==> src/rtl/inst_fetcher_pkg.sv <==
// Shared types for the fetch stage: FSM states and the instruction-queue entry.
package inst_fetcher_pkg;

    typedef enum logic [1:0] {
        IDLE     = 2'd0,
        WAIT_MEM = 2'd1,
        DISCARD  = 2'd2
    } fetch_state_t;

    typedef struct packed {
        logic [31:0] inst;
        logic [31:0] pc;
    } iq_entry_t;

    localparam logic [31:0] DEFAULT_RESET_PC = 32'h0;
    localparam logic [31:0] PC_STEP          = 32'd4;

endpackage

==> src/rtl/inst_queue.sv <==
// Circular show-ahead instruction FIFO; head outputs come only from registered state.
module inst_queue
    import inst_fetcher_pkg::*;
#(
    parameter int IQ_DEPTH_LOG = 3
) (
    input  logic      clk_in,
    input  logic      rst_in,
    input  logic      i_en,
    input  logic      i_push,
    input  iq_entry_t i_push_entry,
    input  logic      i_pop,
    input  logic      i_clear,
    input  logic      i_pending,
    output logic      o_full,
    output logic      o_valid,
    output iq_entry_t o_head
);

    localparam int DEPTH = 1 << IQ_DEPTH_LOG;
    localparam logic [IQ_DEPTH_LOG+1:0] DEPTH_W = (IQ_DEPTH_LOG+2)'(DEPTH);
    localparam logic [IQ_DEPTH_LOG:0]   ONE     = (IQ_DEPTH_LOG+1)'(1);

    iq_entry_t                 r_mem [DEPTH];
    logic [IQ_DEPTH_LOG-1:0]   r_head;
    logic [IQ_DEPTH_LOG-1:0]   r_tail;
    logic [IQ_DEPTH_LOG:0]     r_count;

    logic                      w_do_push;
    logic                      w_do_pop;
    logic [IQ_DEPTH_LOG+1:0]   w_occupancy;

    // Clear wins over push and pop; a pop on an empty queue is dropped.
    assign w_do_pop    = i_en && !i_clear && i_pop && (r_count != '0);
    assign w_do_push   = i_en && !i_clear && i_push;
    assign w_occupancy = {1'b0, r_count} + {{(IQ_DEPTH_LOG+1){1'b0}}, i_pending};
    assign o_full      = (w_occupancy >= DEPTH_W);

    always_ff @(posedge clk_in or posedge rst_in) begin
        if (rst_in) begin
            r_head  <= '0;
            r_tail  <= '0;
            r_count <= '0;
        end else if (i_en) begin
            if (i_clear) begin
                r_head  <= '0;
                r_tail  <= '0;
                r_count <= '0;
            end else begin
                if (w_do_push) r_tail <= r_tail + 1'b1;
                if (w_do_pop)  r_head <= r_head + 1'b1;
                if (w_do_push && !w_do_pop)      r_count <= r_count + ONE;
                else if (w_do_pop && !w_do_push) r_count <= r_count - ONE;
            end
        end
    end

    // NOTE: storage is left unreset; the valid count alone decides what is visible.
    always_ff @(posedge clk_in) begin
        if (w_do_push) r_mem[r_tail] <= i_push_entry;
    end

    assign o_valid = (r_count != '0);
    assign o_head  = o_valid ? r_mem[r_head] : '0;

endmodule

==> src/rtl/inst_fetcher.sv <==
// Fetch stage: sequential-PC request FSM feeding the instruction queue,
// with redirect that flushes the queue and discards an in-flight read.
module inst_fetcher
    import inst_fetcher_pkg::*;
#(
    parameter int          IQ_DEPTH_LOG = 3,
    parameter logic [31:0] RESET_PC     = DEFAULT_RESET_PC
) (
    input  logic        clk_in,
    input  logic        rst_in,
    input  logic        rdy_in,
    output logic        mem_req,
    output logic [31:0] mem_addr,
    input  logic        mem_done,
    input  logic [31:0] mem_data,
    output logic        iq_valid,
    output logic [31:0] iq_inst,
    output logic [31:0] iq_pc,
    input  logic        iq_pop,
    input  logic        flush,
    input  logic [31:0] flush_pc
);

    fetch_state_t r_state;
    logic [31:0]  r_pc;
    logic         r_mem_req;
    logic [31:0]  r_mem_addr;

    logic         w_pending;
    logic         w_push;
    logic         w_full;
    iq_entry_t    w_push_entry;
    iq_entry_t    w_head;

    assign w_pending         = (r_state == WAIT_MEM);
    assign w_push            = (r_state == WAIT_MEM) && mem_done && !flush;
    assign w_push_entry.inst = mem_data;
    assign w_push_entry.pc   = r_mem_addr;

    inst_queue #(
        .IQ_DEPTH_LOG (IQ_DEPTH_LOG)
    ) u_queue (
        .clk_in       (clk_in),
        .rst_in       (rst_in),
        .i_en         (rdy_in),
        .i_push       (w_push),
        .i_push_entry (w_push_entry),
        .i_pop        (iq_pop),
        .i_clear      (flush),
        .i_pending    (w_pending),
        .o_full       (w_full),
        .o_valid      (iq_valid),
        .o_head       (w_head)
    );

    // NOTE: non-blocking assignments so every decision below sees pre-edge state.
    always_ff @(posedge clk_in or posedge rst_in) begin
        if (rst_in) begin
            r_state    <= IDLE;
            r_pc       <= RESET_PC;
            r_mem_req  <= 1'b0;
            r_mem_addr <= '0;
        end else if (rdy_in) begin
            case (r_state)
                IDLE: begin
                    if (flush) begin
                        r_pc <= flush_pc;
                    end else if (!w_full) begin
                        r_state    <= WAIT_MEM;
                        r_mem_req  <= 1'b1;
                        r_mem_addr <= r_pc;
                    end
                end
                WAIT_MEM: begin
                    if (mem_done) begin
                        r_state   <= IDLE;
                        r_mem_req <= 1'b0;
                        r_pc      <= flush ? flush_pc : r_pc + PC_STEP;
                    end else if (flush) begin
                        // The controller cannot abort: keep the request up and drop its data later.
                        r_state <= DISCARD;
                        r_pc    <= flush_pc;
                    end
                end
                DISCARD: begin
                    if (flush) r_pc <= flush_pc;
                    if (mem_done) begin
                        r_state   <= IDLE;
                        r_mem_req <= 1'b0;
                    end
                end
                default: begin
                    r_state   <= IDLE;
                    r_mem_req <= 1'b0;
                end
            endcase
        end
    end

    assign mem_req  = r_mem_req;
    assign mem_addr = r_mem_addr;
    assign iq_inst  = w_head.inst;
    assign iq_pc    = w_head.pc;

endmodule

==> config.mk <==
export PLATFORM = sky130hd
export DESIGN_NAME = inst_fetcher
export DESIGN_NICKNAME = d
export VERILOG_FILES = /design/src/rtl/inst_fetcher_pkg.sv /design/src/rtl/inst_queue.sv /design/src/rtl/inst_fetcher.sv
export SDC_FILE = /design/constraint.sdc
export NUM_CORES = 1
export LEC_CHECK = 0
export BUFFER_PORTS_ARGS = -buffer_cell sky130_fd_sc_hd__buf_2
export CAP_MARGIN = 20
export CORE_ASPECT_RATIO = 0.7
export CORE_MARGIN = 2
export CORE_UTILIZATION = 29
export CTS_BUF_LIST = sky130_fd_sc_hd__clkbuf_4 sky130_fd_sc_hd__clkbuf_8 sky130_fd_sc_hd__clkbuf_16
export DETAILED_ROUTE_END_ITERATION = 12
export SYNTH_ARGS = -nofsm -noshare
export SYNTH_HDL_FRONTEND = slang
export SYNTH_SLANG_ARGS = --single-unit
==> constraint.sdc <==
create_clock -name clk_in -period 10.9 [get_ports clk_in]
set_clock_uncertainty 0.2 [all_clocks]
set_input_delay 1.09 -clock clk_in [delete_from_list [all_inputs] [get_ports clk_in]]
set_output_delay 1.09 -clock clk_in [all_outputs]
set_load 0.1 [all_outputs]
==> results_dict.tcl <==
set metrics [dict create \
    synthesis.area_per_instance_um2 18.94 \
    timing_hold_violations_final 0 \
    die_w_um 343.7 \
    multiInputGateArea_um2 5856 \
    post_cts.repair.setup_buffers 0 \
    top_level_ports 168 \
    initial_utilization 0.2920 \
    reg2reg_to "u_queue.r_mem[5][40]" \
    pre_cts_ws_ns 6.096 \
    hold_class "reg -> reg" \
    finish.instance_area_um2 27590 \
    post_synth_inst_count 1237 \
    grtUsageTotal 0.1344 \
    worstMarginPinSlew_ns 1.109 \
    run_status "finished, final reports clean" \
    grt_setup_unrepaired "false" \
    share_of_post_route_cells_with_drive_strength_above_1 0.3172 \
    post-route-drc-count 0 \
    async_reset_ff_frac 0.1307 \
    postSynthRegisterBits 589 \
    clock_period_minus_final_worst_setup_slack_ns 4.983 \
    cp_cell_sequence "buf_4 -> buf_16 -> mux4_2 -> mux2i_1 -> nor2_1 -> buf_2" \
    count_of_antenna_violating_nets_left_after_detailed_routing 0 \
    post_drt_wl_per_cell_um 22.08 \
    first_global_vias 12500 \
    setup.reg_to_reg.worst_slack_ns 7.24 \
    startpoint_type "flop" \
    final-setup-viol-count 0 \
    firstDrtPassIters 5 \
    slew_viol_final 0 \
    ys_types 56 \
    power_per_cell_area_nw_per_um2 280.5 \
    path_clk_slew_ns 0.06 \
    post_drt_via_cell_ratio 4.794 \
    total_routed_wirelength_mm 56.09 \
    grt_max_degree 65 \
    die_y_extent_um 241.8 \
    synthesis.area_um2 23420 \
    synthesis.yosys.warnings 0 \
    path_max_fanout 53 \
    relSlewSlack 0.2605 \
    post_cts_hold_buffer_count 0 \
    crit_end "iq_pc[12]" \
    grt_overflow_total 0 \
    max_stage_delay_ns 0.96 \
    core_region_area_um2 80230 \
    worst_path_class_setup "reg -> out" \
    final_util 0.3439 \
    dpl-instance-area_um2 25620 \
    area_added_between_synthesis_and_finish_pct 17.78 \
    max_cap_viol_count 0 \
    worst-endpoint-required_ns 9.61 \
    critical-path-slowest-cell "sky130_fd_sc_hd__dfrtp_4" \
    synth_seq_area_share 0.7386 \
    fin_cells 2540 \
    drtIter0Drc 936 \
    detailedPlacementHpwl_mm 33.80 \
    cts.repair.resized 0 \
    peakVddDrop_v 0.0002475 \
    cts_root_buffer "sky130_fd_sc_hd__clkbuf_16" \
    die_area_um2 83100 \
    worstPathArrival_ns 3.69 \
    synth.net_count 1319 \
    period_share 0.4571 \
    num-fill-cells 7572 \
    finalWeightedCongestion 0.7658 \
    clkLatencyLatePin_ns 0.62 \
    numClockSinks 589 \
    dp.cells 2427 \
    leakagePower_nw 9.030 \
    max_clk_rate_mhz 200.7 \
    cts_htree_levels 2 \
    grt_antenna_before_repair 4 \
    cts_buffers 61 \
    cts_tree "built" \
    worst_setup_path_startpoint "u_queue.r_head[1]" \
    num_rows 87 \
    sequential_cell_area_um2 17310 \
    grt_first_pass_wirelength_mm 83.52 \
    synth-main-ff-cell "sky130_fd_sc_hd__edfxtp_1" \
    placement.io_buffers 167 \
    nNetsFinal 1505 \
    worst_slack_ns 5.917 \
    cts.path.max_buffers 3 \
    synth-edff-count 512 \
    worstReg2RegStart "r_state[1]" \
    worstSetupEndpointType "primary output" \
    number_of_cells_on_the_worst_reg_to_reg_path 6 \
    setup-tns-final_ns 0 \
    detailroute.via_count 12180 \
]
-- worst max-delay path, delay by kind of cell, from the launching register on --
family        cells  cell delay [ns]
flops             1             0.96
simple gates      1             0.27
mux               2             0.32
buf+inv           3             1.38
-- stage by stage --
| stage | power, mW | hold WS [ns] |
|---|---|---|
| after CTS | 7.838 | 0.2639 |
| after detailed placement | 5.839 | 0.2721 |
| final | 7.737 | 0.2809 |
| after global routing | 8.057 | 0.2947 |
| after floorplan | 5.180 | 0.2417 |
| after global placement | 5.806 | 0.2577 |
-- per-layer routing --
| layer | GRT usage | vias up | routed length [um] | share of wire |
|---|---|---|---|---|
| li1 | - | 5370 | - | - |
| met1 | 0.1883 | 6442 | 25530 | 0.46 |
| met3 | 0.03302 | 87 | 3335 | 0.059 |
| met4 | 0.03082 | 0 | 1026 | 0.018 |
| met5 | 0 | - | 0 | 0 |
| met2 | 0.2107 | 278 | 26200 | 0.47 |
-- final cells by class --
class / count / area share
Clock inverter: 33 / 0.01034
Sequential cell: 589 / 0.6275
Tap cell: 1068 / 0.04844
Clock buffer: 76 / 0.05964
Timing Repair Buffer: 192 / 0.03946
Inverter: 15 / 0.002086
Antenna cell: 3 / 0.0002721
Multi-Input combinational cell: 564 / 0.2122
-- state kept, by name, indices dropped and copies added (netlist names) --
| signal | cells |
|---|---|
| r_pc | 32 |
| mem_req | 1 |
| r_state | 2 |
| u_queue.r_tail | 3 |
| u_queue.r_head | 3 |
| u_queue.r_count | 4 |
| mem_addr | 32 |
| u_queue.r_mem | 512 |
-- cell usage in the layout (no fill, tap or decap), drive strengths merged, types with 3 or more instances in the layout --
cell and instances:
dfrtp 77, mux2i 68, or3 3, a31oi 3, a311oi 7, nand2 44
xor2 3, nor4 8, diode 3, o22a 3, mux4 128, a21o 3
nand2b 6, clkinv 28, a2bb2oi 3, buf 192, nand4 7, mux2 29
a211oi 6, inv 16, clkbuf 76, o21ai 31, or4 3, nor2 93
nor2b 4, o22ai 4, nand3 18, a21oi 20, and3 9, ha 11
nor3 20, o21a 3, edfxtp 512
-- logic make-up (layout without fill, tap and decap cells) --
group / Yosys count / after routing / synth area share
DFF: 589 / 589 / 0.7386
buffers and inverters: 84 / 316 / 0.01426
muxes: 225 / 225 / 0.1661
AOI/OAI and AO/OA: 100 / 100 / 0.02783
xor gates and xnor gates: 4 / 4 / 0.001496
adders and majority gates: 12 / 12 / 0.006730
and+or+nand+nor: 223 / 223 / 0.04503
other: 0 / 3 / 0
-- synthesized netlist by cell type (4+ instances only) --
cell,count,area share
sky130_fd_sc_hd__edfxtp_1,512,0.66
sky130_fd_sc_hd__mux4_2,128,0.12
sky130_fd_sc_hd__nor2_1,93,0.015
sky130_fd_sc_hd__dfrtp_1,77,0.082
sky130_fd_sc_hd__mux2i_1,68,0.029
sky130_fd_sc_hd__clkbuf_1,52,0.0083
sky130_fd_sc_hd__nand2_1,44,0.0071
sky130_fd_sc_hd__o21ai_0,30,0.0064
sky130_fd_sc_hd__mux2_2,29,0.014
sky130_fd_sc_hd__a21oi_1,20,0.0043
sky130_fd_sc_hd__nor3_1,20,0.0043
sky130_fd_sc_hd__nand3_1,18,0.0038
sky130_fd_sc_hd__inv_1,15,0.0024
sky130_fd_sc_hd__ha_1,11,0.0059
sky130_fd_sc_hd__and3_1,9,0.0024
sky130_fd_sc_hd__buf_2,9,0.0019
sky130_fd_sc_hd__a311oi_1,7,0.0026
sky130_fd_sc_hd__buf_1,7,0.0011
sky130_fd_sc_hd__nor4_1,7,0.0019
sky130_fd_sc_hd__a211oi_1,6,0.0019
sky130_fd_sc_hd__nand2b_1,6,0.0016
sky130_fd_sc_hd__nand4_1,6,0.0016
sky130_fd_sc_hd__nor2b_1,4,0.0011
sky130_fd_sc_hd__o22ai_1,4,0.0011
-- where the power goes --
part           switching (mW)  leakage (nW)  internal (mW)
clock                   0.862         0.957           1.12
sequential              0.306          5.52           2.72
combinational            2.15          2.55          0.584
total                    3.32          9.03           4.42
-- how the worst min path moves through the flow --
stage	start	endpoint	depth (start not counted)
after global routing	rst_in	mem_addr[4]	2
after global placement	r_pc[0]	r_pc[0]	2
after floorplan	r_pc[0]	r_pc[0]	2
after detailed placement	r_pc[1]	r_pc[1]	2
after CTS	rst_in	mem_addr[4]	2
final	r_pc[1]	r_pc[1]	2
No activity file was read; power rests on OpenSTA's default activity.
